## src/rtl/int_replay_pipe_buffer.sv

```systemverilog
// rtl/int_replay_pipe_buffer.sv - issue replay shift buffer with flush kill, wake-fail stall select and occupancy
module int_replay_pipe_buffer #(
    parameter int LANES = 2,
    parameter int DEPTH = 2,
    parameter int PAY_W = 64,
    parameter int TAG_W = 6,
    localparam int SW = ($clog2(DEPTH) > 1) ? $clog2(DEPTH) : 1,
    localparam int CW = $clog2(LANES * DEPTH + 1)
) (
    input  logic                     clk,
    input  logic                     rst,
    input  logic                     flush_valid,
    input  logic [TAG_W-1:0]         flush_tag,
    input  logic [TAG_W-1:0]         rob_head,
    input  logic                     hold,
    input  logic                     wake_fail_stall,
    input  logic [SW-1:0]            wake_fail_stage,
    input  logic                     wake_predict_fail,
    input  logic                     dep_replay,
    input  logic [LANES-1:0]         issue_valid,
    input  logic [LANES-1:0]         issue_poison,
    input  logic [LANES*TAG_W-1:0]   issue_tag,
    input  logic [LANES*PAY_W-1:0]   issue_payload,
    output logic                     replay_first,
    output logic [LANES-1:0]         replay_valid,
    output logic [LANES*TAG_W-1:0]   replay_tag,
    output logic [LANES*PAY_W-1:0]   replay_payload,
    output logic [LANES-1:0]         stall_valid,
    output logic [LANES*TAG_W-1:0]   stall_tag,
    output logic [LANES*PAY_W-1:0]   stall_payload,
    output logic [CW-1:0]            occupancy
);

    localparam logic [SW-1:0] LAST = SW'(DEPTH - 1);

    logic             valid_q  [DEPTH][LANES];
    logic             poison_q [DEPTH][LANES];
    logic [TAG_W-1:0] tag_q    [DEPTH][LANES];
    logic [PAY_W-1:0] pay_q    [DEPTH][LANES];
    logic             kill     [DEPTH][LANES];
    logic [SW-1:0]    sel_q;
    logic [SW-1:0]    sel_d;
    logic [TAG_W-1:0] flush_age;
    logic [TAG_W-1:0] entry_age;

    // Ages are taken relative to the ROB head so tag wrap-around compares correctly.
    always_comb begin
        flush_age = flush_tag - rob_head;
        entry_age = '0;
        for (int d = 0; d < DEPTH; d++) begin
            for (int l = 0; l < LANES; l++) begin
                entry_age  = tag_q[d][l] - rob_head;
                kill[d][l] = flush_valid && (entry_age > flush_age);
            end
        end
    end

    always_comb begin
        sel_d = sel_q;
        if (wake_predict_fail) begin
            sel_d = LAST;
        end else if (flush_valid) begin
            sel_d = sel_q;
        end else if (wake_fail_stall) begin
            if (int'(wake_fail_stage) >= DEPTH) begin
                sel_d = LAST;
            end else begin
                sel_d = wake_fail_stage;
            end
        end
    end

    always_ff @(posedge clk) begin
        if (rst) begin
            for (int d = 0; d < DEPTH; d++) begin
                for (int l = 0; l < LANES; l++) begin
                    valid_q[d][l]  <= 1'b0;
                    poison_q[d][l] <= 1'b0;
                    tag_q[d][l]    <= '0;
                    pay_q[d][l]    <= '0;
                end
            end
            sel_q <= LAST;
        end else begin
            if (flush_valid || hold) begin
                for (int d = 0; d < DEPTH; d++) begin
                    for (int l = 0; l < LANES; l++) begin
                        if (kill[d][l]) begin
                            valid_q[d][l] <= 1'b0;
                        end
                    end
                end
            end else if (wake_fail_stall) begin
                for (int d = 0; d < DEPTH; d++) begin
                    for (int l = 0; l < LANES; l++) begin
                        if ((SW'(d) == sel_q) && !poison_q[d][l]) begin
                            valid_q[d][l] <= 1'b0;
                        end
                    end
                end
            end else begin
                // Stage 0 takes the new issue group unless the group is being dropped.
                for (int l = 0; l < LANES; l++) begin
                    if (dep_replay) begin
                        valid_q[0][l] <= 1'b0;
                    end else begin
                        valid_q[0][l]  <= issue_valid[l];
                        poison_q[0][l] <= issue_poison[l];
                        tag_q[0][l]    <= issue_tag[l*TAG_W +: TAG_W];
                        pay_q[0][l]    <= issue_payload[l*PAY_W +: PAY_W];
                    end
                    for (int d = 1; d < DEPTH; d++) begin
                        valid_q[d][l]  <= valid_q[d-1][l];
                        poison_q[d][l] <= poison_q[d-1][l];
                        tag_q[d][l]    <= tag_q[d-1][l];
                        pay_q[d][l]    <= pay_q[d-1][l];
                    end
                end
            end
            sel_q <= sel_d;
        end
    end

    always_comb begin
        replay_valid   = '0;
        replay_tag     = '0;
        replay_payload = '0;
        stall_valid    = '0;
        stall_tag      = '0;
        stall_payload  = '0;
        for (int l = 0; l < LANES; l++) begin
            replay_valid[l]                  = valid_q[DEPTH-1][l];
            replay_tag[l*TAG_W +: TAG_W]     = tag_q[DEPTH-1][l];
            replay_payload[l*PAY_W +: PAY_W] = pay_q[DEPTH-1][l];
            for (int d = 0; d < DEPTH; d++) begin
                if (SW'(d) == sel_q) begin
                    stall_valid[l]                  = valid_q[d][l] && !poison_q[d][l];
                    stall_tag[l*TAG_W +: TAG_W]     = tag_q[d][l];
                    stall_payload[l*PAY_W +: PAY_W] = pay_q[d][l];
                end
            end
        end
    end

    always_comb begin
        occupancy    = '0;
        replay_first = 1'b0;
        for (int d = 0; d < DEPTH; d++) begin
            for (int l = 0; l < LANES; l++) begin
                occupancy    = occupancy + CW'(valid_q[d][l] && !poison_q[d][l]);
                replay_first = replay_first | (valid_q[d][l] && !poison_q[d][l]);
            end
        end
    end

endmodule
```

## config.mk

```make
export PLATFORM = sky130hd
export DESIGN_NAME = int_replay_pipe_buffer
export DESIGN_NICKNAME = d
export VERILOG_FILES = /design/src/rtl/int_replay_pipe_buffer.sv
export SDC_FILE = /design/constraint.sdc
export NUM_CORES = 1
export LEC_CHECK = 0
export ABC_AREA = 1
export CAP_MARGIN = 20
export CORE_AREA = 2 2 176 178
export CTS_CLUSTER_SIZE = 10
export DETAILED_ROUTE_END_ITERATION = 12
export DIE_AREA = 0 0 178 180
export PLACE_DENSITY_LB_ADDON = 0.2
export REMOVE_ABC_BUFFERS = 1
export SETUP_SLACK_MARGIN = 0.02
export SLEW_MARGIN = 20
export SYNTH_ARGS = -nofsm -noshare
export SYNTH_HDL_FRONTEND = slang
export SYNTH_SLANG_ARGS = --single-unit
```

## constraint.sdc

```tcl
create_clock -name clk -period 13.54 [get_ports clk]
set_input_delay 1.354 -clock clk [delete_from_list [all_inputs] [get_ports clk]]
set_output_delay 1.354 -clock clk [all_outputs]
set_load 0.01 [all_outputs]
```

**Word level (Yosys, flattened, before mapping)**

Memories as Yosys holds them, arrays and structs flattened.
Index checks and enable logic that the tools add are counted.

- Memories: 4
- Output and inout port bits: 288
- Register bits: 1
- Bits of input ports: 164
- ROM bits: 0
- Memory bits (writable): 288
- Bits in latches: 0
- Logic and storage cells: 151

- Multiply operators: 0
- Reductions and logical operators: 19
- Mux-type cells: 84
- Eq/ne operators: 0
- Bitwise operators: 31
- Shifts and indexed selects: 0
- $lt $le $gt $ge: 4
- Div/mod/pow operators: 0
- $add $sub $neg: 8

Memory list:

| memory | depth | width | read ports | clocked after memory_dff | write ports | line | source |
|---|---|---|---|---|---|---|---|
| pay_q | 2 | 128 | 2 | 0 | 2 | 39 | `logic [PAY_W-1:0] pay_q [DEPTH][LANES];` |
| tag_q | 2 | 12 | 2 | 0 | 2 | 38 | `logic [TAG_W-1:0] tag_q [DEPTH][LANES];` |
| poison_q | 2 | 2 | 2 | 0 | 2 | 37 | `logic poison_q [DEPTH][LANES];` |
| valid_q | 2 | 2 | 2 | 0 | 2 | 36 | `logic valid_q [DEPTH][LANES];` |

Operators with widths:

| kind | count |
|---|---|
| $mux 64 | 6 |
| $mux 1 | 72 |
| $mux 6 | 6 |
| $sub 6x6->6 | 5 |
| $or 1x1->1 | 29 |
| $gt 6x6->1 | 4 |
| $logic_and 1x1->1 | 12 |
| $logic_not 1->1 | 4 |
| $add 2x1->3 | 1 |
| $add 3x1->3 | 1 |
| $add 1x1->2 | 1 |
| $not 1->1 | 2 |
| $reduce_and 2->1 | 1 |
| $reduce_or 2->1 | 1 |
| $logic_or 1x1->1 | 1 |

**Depth between registers and ports, before layout**

Gate-level depths: netlist of run 1.
An unclocked memory read counts as a cell.

- Depth after elaboration: 12
- Mapped depth: 17
- Gate-level depth less buffers: 17

**Worst setup path after synthesis of run 1**

No wires, ideal clock.

- Path kind: input port to flip-flop
- Start point: in rst
- End point: mem pay_q[0][0] (netlist bit), enable pin
- Buffers on the path: 2
- Cell stages on the path: 7
- Required time: 13.033 ns
- Arrival: 5.114 ns
- Setup slack: 7.919 ns
- Library setup time: 0.507 ns
- Cell sequence: nor3_2 > nand2_1 > inv_1 > nand2_1 > buf_2 > buf_2 > nand2_1

RTL lines:

| element | line | source |
|---|---|---|
| from (decl) | 11 | `input logic rst,` |
| to (decl) | 39 |  |

==> metrics.yaml, run 1 <==
timing:
  setup_viol: 0
  max_freq_ghz: 0.207
  fin_crit_ns: 4.83
  rsz0062_at_grt: "false"
  tns_ns: 0
  max_slew_margin_pct: 26.6
  min_period_over_period_pct: 35.7
  skew_ns: 0.00821
  drv_slew: 0
  worst_pin_slew_ns: 1.10
  hold_viol: 0
  hold_slack_ns: 0.552
clocking:
  cts_hold_buf: 0
  clockBufferDepth: 3
  htree_levels: 2
  cts_sinks: 289
  cts_resized: 0
  root_buffer: "clkbuf_16"
  worstSkewPairLatency_ns: 0.50
  postCtsSetupBuffers: 0
  cts_buffers: 35
  tritoncts: "done"
  clk_pin_slew_ns: 0.06
synthesis:
  syn_avg_cell_area_um2: 9.54
  synth-edff-count: 288
  post-synth-top-area-cell: "edfxtp_1"
  syn_inst: 1495
  ys_seq_area_share_pct: 60.8
  yosys_register_bits: 289
  synth_top_area_share_pct: 60.6
  ys_types: 30
  synth_warnings: 0
  synthFlopType: "edfxtp_1"
  yosysMostFrequentCell: "inv_1"
  syn_area_um2: 14300
  yosys-top-cells-area: "edfxtp_1 (61%), inv_1 (8.7%), nor2_1 (8.0%)"
  synthArstFlopShare_pct: 0
  synth_commonest_cells: "inv_1 (329), nor2_1 (304), edfxtp_1 (288)"
floorplanning:
  die_h_um: 180
  row_count: 64
  num_io_pins: 452
  start_util_pct: 47.2
  core_area_um2: 30200
  die_x_um: 178
  die_area_um2: 32000
global_routing:
  grt_util_met3_pct: 5.92
  grt_pass1_wl_um: 59900
  met2_usage_pct: 42.1
  grt_max_degree: 125
  grt_use_met1_pct: 28.9
  top_usage_layer: "met2"
  overflow: 0
  track_usage_pct: 24.3
  grt_pass1_vias: 11100
  antenna_found_initial: 5
drt:
  via_per_inst: 4.87
  first_iter_violations: 949
  wl_um: 39700
  postRouteAntennaNets: 0
  wl_per_cell_um: 17.0
  drt_first_pass_iters: 5
  route.detailed.drc: 0
  vias: 11300
power:
  p_comb_share_pct: 16.8
  pwr-share-seq_pct: 46.6
  leakage_nw: 8.90
  vdd_drop_max_uv: 84.2
  p_int_mw: 1.71
  power.density_nw_per_um2: 114
  finalPower_mw: 2.27
  p_sw_share_pct: 24.8
  switching_power_uw: 565
  power.share.clock_pct: 36.6
finish:
  final_cell_area_um2: 20000
  final_nets: 2136
  layout-drive-gt1-share_pct: 3.21
  area_growth_pct: 40.2
worst_setup_path:
  worstPathRequired_ns: 13.66
  slowest_delay_ns: 0.88
  worstPathArrival_ns: 4.95
  path_cells: "clkdlybuf4s50_1, nor3_2, nand2_4, inv_1, nand2_2, buf_4, nand2_4, buf_4"
  end_kind: "register"
  crit_fanout: 75
  critical-path-slowest-cell: "nand2_4"
  crit_start: "rst"
  r2r-start: "tag_q[1][2]"
  worstSetupPathType: "in -> reg"
  start_kind: "input port"
min_path:
  hp-class: "reg -> reg"
  min_from: "pay_q[0][58]"
place:
  placed_cell_area_um2: 19000
  port_buffers: 451
  dp_hpwl_um: 27200
  place_congestion: 0.871
job:
  max-cap-violations: 0
outcome:
  status: "finished, final reports clean"
power groups by stage:
stage	combinational, mW	clock [mW]	sequential, mW
2_1_floorplan	0.178	0	1.09
3_3_place_gp	0.372	0	1.08
3_5_place_dp	0.377	0	1.08
4_1_cts	0.381	0.849	1.06
5_1_grt	0.423	0.880	1.06
6_report	0.382	0.832	1.06
worst paths after layout:
path	slack [ns]	end	cells past startpoint
setup / recovery	8.71	pay_q[0][60]	8
hold / removal	0.55	pay_q[1][58]	2
setup reg to reg	10.93	valid_q[0][2]	13
hold reg to reg	0.55	pay_q[1][58]	2
area by class of cell:
| cell class | count | area, µm² |
|---|---|---|
| Inverter | 329 | 1230 |
| Clock inverter | 4 | 32.5 |
| Antenna cell | 5 | 12.5 |
| Tap cell | 396 | 495 |
| Timing Repair Buffer | 458 | 4590 |
| Fill cell | 2448 | 10200 |
| Clock buffer | 41 | 941 |
| Multi-Input combinational cell | 810 | 4010 |
| Sequential cell | 289 | 8670 |
flip-flops by register name (all words and copies together), names as in the netlist:
name,count
pay_q,256
tag_q,24
poison_q,4
valid_q,4
sel_q,1
per-stage QoR:
| step | utilization (%) | instances | setup WS, ns |
|---|---|---|---|
| after floorplan | - | 1428 | 2.89 |
| after detailed placement | 62.8 | 2281 | 8.15 |
| after global routing | 66.2 | 2331 | 8.41 |
| after global placement | 62.8 | 2281 | 8.17 |
| after CTS | 66.1 | 2326 | 8.67 |
| final | 66.2 | 2332 | 8.71 |
critical path, delay by kind of cell:
kind | cells | cell delay [ns]
buf+inv | 4 | 1.85
simple gates | 4 | 1.59
layout by cell type, fill, tap and decap left out, drive strengths merged, types with 6 or more instances in the layout:
cell           count
clkdlybuf4s50    451
inv              330
nor2             307
edfxtp           288
nand2            211
o21ai            148
ha                43
clkbuf            41
nand3             31
a21oi             25
xor2              14
xnor2              7
buf                7
fa                 6
kinds of logic (layout without fill, tap and decap cells):
group	Yosys count	in the layout	synth area share, %
buffers and inverters	396	832	11.4
adders and majority gates	49	49	4.61
other	0	5	0
DFF	289	289	60.8
xor gates and xnor gates	21	21	1.29
AOI/OAI and AO/OA	185	185	6.75
and+or+nand+nor	555	555	15.2
layer usage:
metal	wire length, µm	vias to the layer above
met5	0	-
met4	1440	0
met3	3380	77
met2	19700	482
met1	15200	5251
li1	-	5538
(Power assumes the default switching activity.)
==> run 2: changes to the inputs <==
CORE_AREA = not set   (was 2 2 176 178)
CORE_ASPECT_RATIO = 1.1   (was not set)
CORE_MARGIN = 2   (was not set)
CORE_UTILIZATION = 47   (was not set)
DIE_AREA = not set   (was 0 0 178 180)
clock period = 4.5 ns   (was 13.54 ns; I/O delays follow)
==> run 2 against run 1 <==
Net effect: global-route usage is 1.4 points higher; setup slack worse by 7.4 ns; utilization rose by 1.2 points.
==> metrics.yaml, run 2 (same netlist as run 1, synthesis figures left out) <==
outcome:
  status: "finished, final reports clean"  # unchanged
timing:
  drv_slew: 0  # unchanged
  hold_viol: 0  # unchanged
  fin_crit_ns: 3.20
  max_slew_margin_pct: 27.2  # was 26.6%
  min_period_over_period_pct: 71.0
  max_freq_ghz: 0.313
  worst_pin_slew_ns: 1.09  # was 1.10 ns
  rsz0062_at_grt: "false"  # unchanged
  skew_ns: 0.0123  # was 0.00821 ns
  setup_viol: 0  # unchanged
floorplanning:
  start_util_pct: 48.0  # was 47.2%
  row_count: 66  # was 64
  die_h_um: 187  # was 180 µm
  die_area_um2: 31800  # was 32,000 µm²
  core_area_um2: 29700  # was 30,200 µm²
  die_x_um: 170  # was 178 µm
  num_io_pins: 452  # unchanged
clocking:
  cts_resized: 0  # unchanged
  root_buffer: "clkbuf_16"  # unchanged
  tritoncts: "done"  # unchanged
  postCtsSetupBuffers: 0  # unchanged
  htree_levels: 2  # unchanged
  cts_hold_buf: 0  # unchanged
  worstSkewPairLatency_ns: 0.50  # about the same
  cts_buffers: 35  # unchanged
  clk_pin_slew_ns: 0.05  # was 0.06 ns
  cts_sinks: 289  # unchanged
  clockBufferDepth: 3  # unchanged
finish:
  layout-drive-gt1-share_pct: 3.46  # was 3.21%
  top_regs: "pay_q: 256 flops, tag_q: 24 flops"  # unchanged
  final_util_pct: 67.4  # was 66.2%
  largest_reg_flops: 256  # unchanged
  final_common_cell: "clkdlybuf4s50_1"  # unchanged
  num-fill-cells: 2382  # was 2,448
  final_cell_mix: "clkdlybuf4s50_1 (451), inv_1 (329), nor2_1 (304)"  # unchanged
  largest-register: "pay_q"  # unchanged
  final_nets: 2141  # was 2,136
  area_growth_pct: 40.6  # was 40.2%
power:
  power.density_nw_per_um2: 343  # was 114 nW/µm²
  power.share.clock_pct: 36.5  # was 36.6%
  p_sw_share_pct: 25.2  # was 24.8%
  pwr-share-seq_pct: 46.4  # was 46.6%
  vdd_drop_max_uv: 316  # was 84.2 µV
  switching_power_mw: 1.73  # was 565 µW
  finalPower_mw: 6.87  # was 2.27 mW
  p_int_mw: 5.14  # was 1.71 mW
  p_comb_share_pct: 17.1  # was 16.8%
  leakage_nw: 8.94  # was 8.90 nW
place:
  port_buffers: 451  # unchanged
  place_congestion: 0.892  # was 0.871
  dp_hpwl_um: 29200  # was 27,200 µm
job:
  max-cap-violations: 0  # unchanged
global_routing:
  grt_pass1_wl_um: 63400  # was 59,900 µm
  overflow: 0  # unchanged
  grt_max_degree: 102  # was 125
  grt_pass1_vias: 11300  # was 11,100
  antenna_found_initial: 9  # was 5
  track_usage_pct: 25.7  # was 24.3%
drt:
  route.detailed.drc: 0  # unchanged
  postRouteAntennaNets: 0  # unchanged
  first_iter_violations: 937  # was 949
  drt_first_pass_iters: 5  # unchanged
  wl_per_cell_um: 18.0  # was 17.0 µm
  vias: 11300  # about the same
  via_per_inst: 4.88  # was 4.87
  wl_um: 41600  # was 39,700 µm
worst_setup_path:
  r2r_slack_ns: 1.85  # was 10.93 ns
  worstPathRequired_ns: 4.05  # was 13.66 ns
  worstReg2RegEnd: "valid_q[0][1]"  # was valid_q[0][2]
  crit_path_end: "stall_payload[105]"  # was pay_q[0][60]
  worstSetupPathType: "reg -> out"  # was in -> reg
  r2r-start: "tag_q[0][6]"  # was tag_q[1][2]
  end_kind: "primary output"  # was register
  reg2reg_depth: 14  # was 13
  worstPathArrival_ns: 2.75  # was 4.95 ns
  crit_fanout: 88  # was 75
  start_kind: "register"  # was input port
  crit_start: "sel_q"  # was rst
min_path:
  hp-class: "in -> reg"  # was reg -> reg
run 2: changes by cell type in the layout (fill, tap and decap cells not counted), sizes merged:
cell	change
buf	+5
clkbuf	-2
diode	+2
clkinv	+1
run 2: area by class of cell:
cell class                      count  area (µm²)  area share, %
Antenna cell                        7        17.5         0.0874
Clock buffer                       39         933           4.66
Clock inverter                      5        36.3          0.181
Inverter                          329        1230           6.16
Multi-Input combinational cell    810        4020           20.0
Sequential cell                   289        8670           43.3
Tap cell                          374         468           2.33
Timing Repair Buffer              463        4670           23.3
run 2: worst min path at each step:
stage	start	to	slack [ns]	depth (start not counted)
global placement	pay_q[0][1]	pay_q[1][1]	0.53	2
detailed placement	pay_q[0][119]	pay_q[1][119]	0.54	2
CTS	wake_predict_fail	sel_q	0.53	3
global route	wake_predict_fail	sel_q	0.56	3
finish	wake_predict_fail	sel_q	0.55	3
floorplan	pay_q[0][0]	pay_q[1][0]	0.53	2
run 2: layer usage:
layer,global-route usage [%],share of wire (%),vias to the layer above
met5,0,0.065,-
met4,10.5,3.7,4
met2,44.5,50,384
met3,7.61,8.2,84
met1,29.7,38,5267
li1,-,-,5555
run 2: critical path: stages, from the launching register on:
cell             delay (ns)
dfxtp_4                0.95
buf_12                 0.32
nand2_1                0.09
o21ai_0                0.12
clkdlybuf4s50_1        0.62
run 2: metrics by stage:
step / setup WS, ns / instances / hold WS (ns) / area [µm²] / setup TNS (ns)
after global placement: 1.10 / 2265 / 0.529 / 19100 / 0
after floorplan: -5.24 / 1428 / 0.528 / 13900 / -1450.62
after CTS: 1.29 / 2309 / 0.532 / 20000 / 0
final: 1.30 / 2316 / 0.548 / 20000 / 0
after global routing: 1.17 / 2316 / 0.560 / 20000 / 0
after detailed placement: 1.06 / 2265 / 0.544 / 19100 / 0
run 2: power groups by stage:
stage / logic, mW / clock network, mW / registers (mW)
3_3_place_gp: 1.16 / 0 / 3.24
5_1_grt: 1.30 / 2.65 / 3.20
2_1_floorplan: 0.534 / 0 / 3.27
4_1_cts: 1.18 / 2.56 / 3.19
6_report: 1.18 / 2.51 / 3.19
3_5_place_dp: 1.18 / 0 / 3.24
==> run 3: changes to the inputs <==
CORE_UTILIZATION = 43   (was 47)
clock period = 2.6 ns   (was 4.5 ns; I/O delays follow)
==> run 3 against run 2 <==
Net effect: clock skew fell by 0.0031 ns; die area rose by 9.1%; combinational power rose by 86%; cell area rose by 3.6%; largest cell class unchanged; critical path depth rose by 3; sequential power rose by 72%; utilization fell by 3.5 points; first-iteration DRC count fell by 21%; total power rose by 75%; critical path type unchanged; wire length rose by 1.0%.
==> metrics.yaml, run 3 (same netlist as run 1, synthesis figures left out) <==
outcome:
  status: "finished, final reports clean"  # unchanged
power:
  vdd_drop_max_uv: 507  # was 316 µV
  power.density_nw_per_um2: 581  # was 343 nW/µm²
  finalPower_mw: 12.1  # was 6.87 mW
  leakage_nw: 9.25  # was 8.94 nW
job:
  max-cap-violations: 0  # unchanged
worst_setup_path:
  r2r_slack_ns: 0.13  # was 1.85 ns
  crit_start: "valid_q[0][3]"  # was sel_q
  worstSetupPathType: "reg -> out"  # unchanged
  crit_top_cell: "inv_1"
  cpLargestDelayFamily: "adder cells"  # was flip-flops
  worstReg2RegEnd: "valid_q[0][1]"  # unchanged
  slowest_delay_ns: 0.49  # was 0.95 ns
  worstPathArrival_ns: 2.24  # was 2.75 ns
  critical-path-slowest-cell: "fa_1"  # was dfxtp_4
  crit_fanout: 2  # was 88
  start_kind: "register"  # unchanged
  end_kind: "primary output"  # unchanged
  worstPathRequired_ns: 2.34  # was 4.05 ns
  crit_buf_inv: 4  # was 2
  r2r-start: "tag_q[0][6]"  # unchanged
  path_cells: "inv_1, nor2_2, inv_2, fa_1, inv_1, ha_2, dlygate4sd2_1"  # was buf_12, nand2_1, o21ai_0, clkdlybuf4s50_1
  reg2reg_depth: 14  # unchanged
place:
  dp_hpwl_um: 29400  # was 29,200 µm
  port_buffers: 451  # unchanged
  place_congestion: 0.826  # was 0.892
  place_inst: 2366  # was 2,265
clocking:
  cts_sinks: 289  # unchanged
  htree_levels: 2  # unchanged
  cts_hold_buf: 0  # unchanged
  cts_buffers: 35  # unchanged
  clk_pin_slew_ns: 0.06  # was 0.05 ns
  tritoncts: "done"  # unchanged
  root_buffer: "clkbuf_16"  # unchanged
  clockBufferDepth: 3  # unchanged
  worstSkewPairLatency_ns: 0.51  # was 0.50 ns
timing:
  max_slew_margin_pct: 45.5  # was 27.2%
  hold_viol: 0  # unchanged
  min_period_over_period_pct: 96.2
  skew_ns: 0.00921  # was 0.0123 ns
  rsz0062_at_grt: "true"  # was false
  setup_viol: 0  # unchanged
  drv_slew: 0  # unchanged
  fin_crit_ns: 2.50
  worst_pin_slew_ns: 0.818  # was 1.09 ns
  max_freq_ghz: 0.400
global_routing:
  grt_max_degree: 147  # was 102
  grt_pass1_vias: 11400  # was 11,300
  overflow: 0  # unchanged
  grt_pass1_wl_um: 62400  # was 63,400 µm
  antenna_found_initial: 7  # was 9
  track_usage_pct: 23.4  # was 25.7%
drt:
  vias: 11500  # was 11,300
  drt_first_pass_iters: 5  # unchanged
  wl_per_cell_um: 17.3  # was 18.0 µm
  first_iter_violations: 744  # was 937
  wl_um: 42000  # was 41,600 µm
  route.detailed.drc: 0  # unchanged
  postRouteAntennaNets: 0  # unchanged
  via_per_inst: 4.75  # was 4.88
floorplanning:
  num_io_pins: 452  # unchanged
  start_util_pct: 43.9  # was 48.0%
  row_count: 69  # was 66
  die_h_um: 195  # was 187 µm
  core_area_um2: 32500  # was 29,700 µm²
  die_area_um2: 34600  # was 31,800 µm²
  die_x_um: 178  # was 170 µm
min_path:
  hold_depth: 3  # unchanged
  hp-class: "in -> reg"  # unchanged
  hold_end: "sel_q"  # unchanged
  min_from: "wake_predict_fail"  # unchanged
finish:
  largest-register: "pay_q"  # unchanged
  layout-drive-gt1-share_pct: 7.67  # was 3.46%
  top_regs: "pay_q: 256 flops, tag_q: 24 flops"  # unchanged
  final_util_pct: 64.0  # was 67.4%
  largest_reg_flops: 256  # unchanged
  area_growth_pct: 45.6  # was 40.6%
  final_common_cell: "clkdlybuf4s50_1"  # unchanged
  final_nets: 2198  # was 2,141
  final_cell_mix: "clkdlybuf4s50_1 (448), inv_1 (322), nor2_1 (302)"  # was clkdlybuf4s50_1 (451), inv_1 (329), nor2_1 (304)
  fin_cells: 2424  # was 2,316
## run 3: cell types whose count changed in the layout (fill, tap and decap cells not counted), moves of 3 or more
cell / before / now
a21oi_1: 24 / 17
a21oi_2: 1 / 8
buf_12: 5 / 11
buf_4: 7 / 54
buf_6: 0 / 5
clkbuf_1: 2 / 5
clkdlybuf4s50_1: 451 / 448
diode_2: 7 / 4
ha_1: 43 / 35
ha_4: 0 / 7
inv_1: 329 / 322
inv_2: 0 / 7
nand2_1: 205 / 201
nand2_2: 1 / 5
## run 3: cell type report
type                            instances  area (µm²)
Antenna cell                            4        10.0
Clock buffer                           42         945
Clock inverter                          4        31.3
Fill cell                            2705       11700
Inverter                              329        1230
Multi-Input combinational cell        810        4150
Sequential cell                       289        8670
Tap cell                              426         533
Timing Repair Buffer                  520        5180
## run 3: routing by layer
| layer | part of all wire, % | vias up | track usage, % | routed length (µm) |
|---|---|---|---|---|
| met5 | 0.064 | - | 0 | 27 |
| met3 | 9.2 | 73 | 7.40 | 3870 |
| li1 | - | 5663 | - | - |
| met2 | 50 | 410 | 41.0 | 21200 |
| met1 | 38 | 5373 | 26.7 | 15800 |
| met4 | 2.6 | 4 | 8.08 | 1100 |
## run 3: metrics by stage
step	hold slack [ns]	setup TNS, ns	cell area (µm²)	worst slack (ns)
floorplan	0.369	-2631.35	13900	-6.95
global placement	0.531	-1.61	19600	-0.372
detailed placement	0.540	-1.95	19600	-0.424
CTS	0.330	0	20600	0.0218
global route	0.347	-0.0116	20800	-0.0116
finish	0.348	0	20800	0.100
## run 3: timing repair
item,CTS,global route
endpoints found under the setup margin,38,23
gates resized for setup,10,32
pin swaps,0,14
setup buffers,2,6
## run 3: power by group
group / internal [mW] / switching, mW
Clock: 2.54 / 1.82
Combinational: 1.09 / 1.10
Sequential: 5.39 / 0.113
Total: 9.03 / 3.04
## run 3: worst register-to-register path, cell delays in order (launching register included)
cell and delay [ns]:
edfxtp_1 0.41, inv_2 0.10, ha_4 0.12, inv_2 0.04, fa_2 0.39, xor2_1 0.18, ha_1 0.29, nand2_1 0.07
inv_2 0.07, nand3_1 0.06, nand3_1 0.09, nand4_1 0.09, nand3_1 0.11, nand2_2 0.08, nand4_1 0.08
## run 3: worst max-delay path by stage
stage                    endpoint  slack [ns]  cells after the start
floorplan             pay_q[0][0]       -6.95                      5
global placement    valid_q[0][2]       -0.37                     16
detailed placement  valid_q[0][2]       -0.42                     16
CTS                 valid_q[0][1]        0.02                     14
global route        valid_q[0][1]       -0.01                     15
finish               occupancy[0]         0.1                      7
==> RTL change: new RTL, config.mk and constraints of run 3 <==
Change the parameter `TAG_W` from 6 to 8.
--- a/src/rtl/int_replay_pipe_buffer.sv
+++ b/src/rtl/int_replay_pipe_buffer.sv
@@ -4,5 +4,5 @@
     parameter int DEPTH = 2,
     parameter int PAY_W = 64,
-    parameter int TAG_W = 6,
+    parameter int TAG_W = 8,
     localparam int SW = ($clog2(DEPTH) > 1) ? $clog2(DEPTH) : 1,
     localparam int CW = $clog2(LANES * DEPTH + 1)
Ports: changed (5 resized); port bits go from 452 to 468. No check against the original RTL was run, so the function may have changed too.
==> RTL change against run 3 <==
  * The run now ends with setup timing left
  * Routed wire length up 11%
  * Worst hold slack better by 0.026 ns
  * Global-route usage up 1.2 points
  * Register-to-register slack worse by 0.21 ns
  * Combinational power up 28%
  * Clock skew up 0.0023 ns
  * Clock power up 4%
  * Worst setup slack worse by 0.18 ns
  * Sequential cell count up 8
  * Area after synthesis up 7.8%
  * Critical path depth up 10
  * Final area up 11%
  * Total power up 7.6%
  * Critical endpoint is now valid_q[0][2]
==> RTL change: results (changes against run 3) <==
Parameter                              Value

Global route
  Initial antenna violation count ... 1 (-6)
  Via count of the first global-routing pass ... 13,245 (+16%)
  First-pass GRT wire length ... 70,300 µm (+13%)

Detailed routing
  Met3 WL post-DR ... 3990 µm (+2.9%)
  Average detailed-routed wire length per instance ... 17.0 µm (-1.7%)
  Total Routed Length ... 46,800 µm (+11%)
  Wire length on met2 ... 23,700 µm (+12%)
  Via/cell ratio ... 4.76 (+0.24%)

Worst setup path
  WP data arrival ... 2.91 ns (+0.67 ns)
  Maximum single-stage delay on the critical path ... 0.44 ns (-0.05 ns)
  Critical Path Sink ... valid_q[0][2]

Clocking
  Setup Buffers After CTS ... 20 (+18)
  Sinks on the clock net ... 297 (+2.8%)
  Total CTS buffers ... 36 (+2.9%)

Timing
  Number of failing setup endpoints in the final timing report ... 4 (+4)
  Clock Skew ... 0.0115 ns (+0.00230 ns)
  Setup slack of the critical path after layout ... -0.0820 ns (-0.182 ns)
  Setup Total Neg Slack ... -0.205 ns (-0.205 ns)

Pwr
  Clk. pwr ... 4530 µW (+4%)
  Net switching component of the power ... 3350 µW (+10%)
  Portion of total power attributed to sequential cells ... 43.6% (-2.0 points)
  Worst vdd rail ir drop ... 0.000524 V (+3.3%)
  Reported sequential group power ... 5660 µW (+3%)

Logic synthesis
  Largest cells by area after synthesis ... sky130_fd_sc_hd__edfxtp_1, sky130_fd_sc_hd__inv_1, sky130_fd_sc_hd__nor2_1, sky130_fd_sc_hd__nand2_1, sky130_fd_sc_hd__o21ai_0
  Adder-cell share of the synthesized area ... 5.42% (+0.81 points)
  Cell types with the highest counts after synthesis ... sky130_fd_sc_hd__inv_1, sky130_fd_sc_hd__nor2_1, sky130_fd_sc_hd__edfxtp_1, sky130_fd_sc_hd__nand2_1, sky130_fd_sc_hd__o21ai_0
  Number of distinct library cells after synthesis ... 33 (+10%)
  Fraction of the mapped netlist area in compound gates ... 6.68% (-0.071 points)
  Share of the synthesized netlist area taken by xor and xnor gates ... 1.54% (+0.25 points)

Cells and area
  Number of antenna diodes ... 1 (-3)
  Registers with the most flip-flops ... pay_q: 256 flops, tag_q: 32 flops
  Clock buffer instance count of the final layout ... 40 (-4.8%)
  Fill cell total of the finished layout ... 2,839 (+5.0%)
  Portion of the layout cell area used by clock cells ... 4.40% (-0.30 points)
  Ratio of cells with drive above 1 in the final layout ... 13.3% (+5.6 points)
  Nets@finish ... 2,495 (+14%)
  Non-clock buffer count in the final layout ... 611 (+18%)
  Area used by multi-input combinational logic ... 0.00521 mm² (+26%)

Outcome
  Violated checks ... setup timing
  Outcome ... finished with violations

Placed design
  RePlAce Congestion ... 0.870 (+5.3%)
  IO buf count ... 467 (+3.5%)
  Standard cell area after detailed placement ... 0.0213 mm² (+8.9%)
  HPWL reported at the end of detailed placement ... 33,300 µm (+13%)

Floorplan
  Floorplan die area ... 0.0373 mm² (+7.6%)

Hold path
  Hold path startpoint ... issue_payload[15]
## RTL change: worst max-delay path, delay by kind of cell (launching register included)
family	cells	cell delay [ns]
AND/OR/NAND/NOR	10	0.68
AO/OA/AOI/OAI	3	0.48
XOR/XNOR	1	0.16
buffers and inverters	1	0.08
flip-flops	1	0.44
adder cells (fa/ha/maj)	2	0.55
## RTL change: through the flow
stage,utilization (%),worst slack [ns]
6_report,65.6,-0.0820
3_3_place_gp,60.5,-0.637
2_1_floorplan,-,-4.25
5_1_grt,65.6,-0.239
3_5_place_dp,60.5,-0.704
4_1_cts,64.6,-0.0762
## RTL change: routing by layer
layer	global-route usage, %	vias to the layer above
met4	10.3	0
met2	43.1	465
met1	27.8	6104
met5	0	-
met3	7.32	95
li1	-	6430
## RTL change: kinds of logic after synthesis
family          Yosys count
compound gates          198
xor+xnor                 27
buf+inv                 450
flops                   297
simple gates            645
fa+ha+maj                63
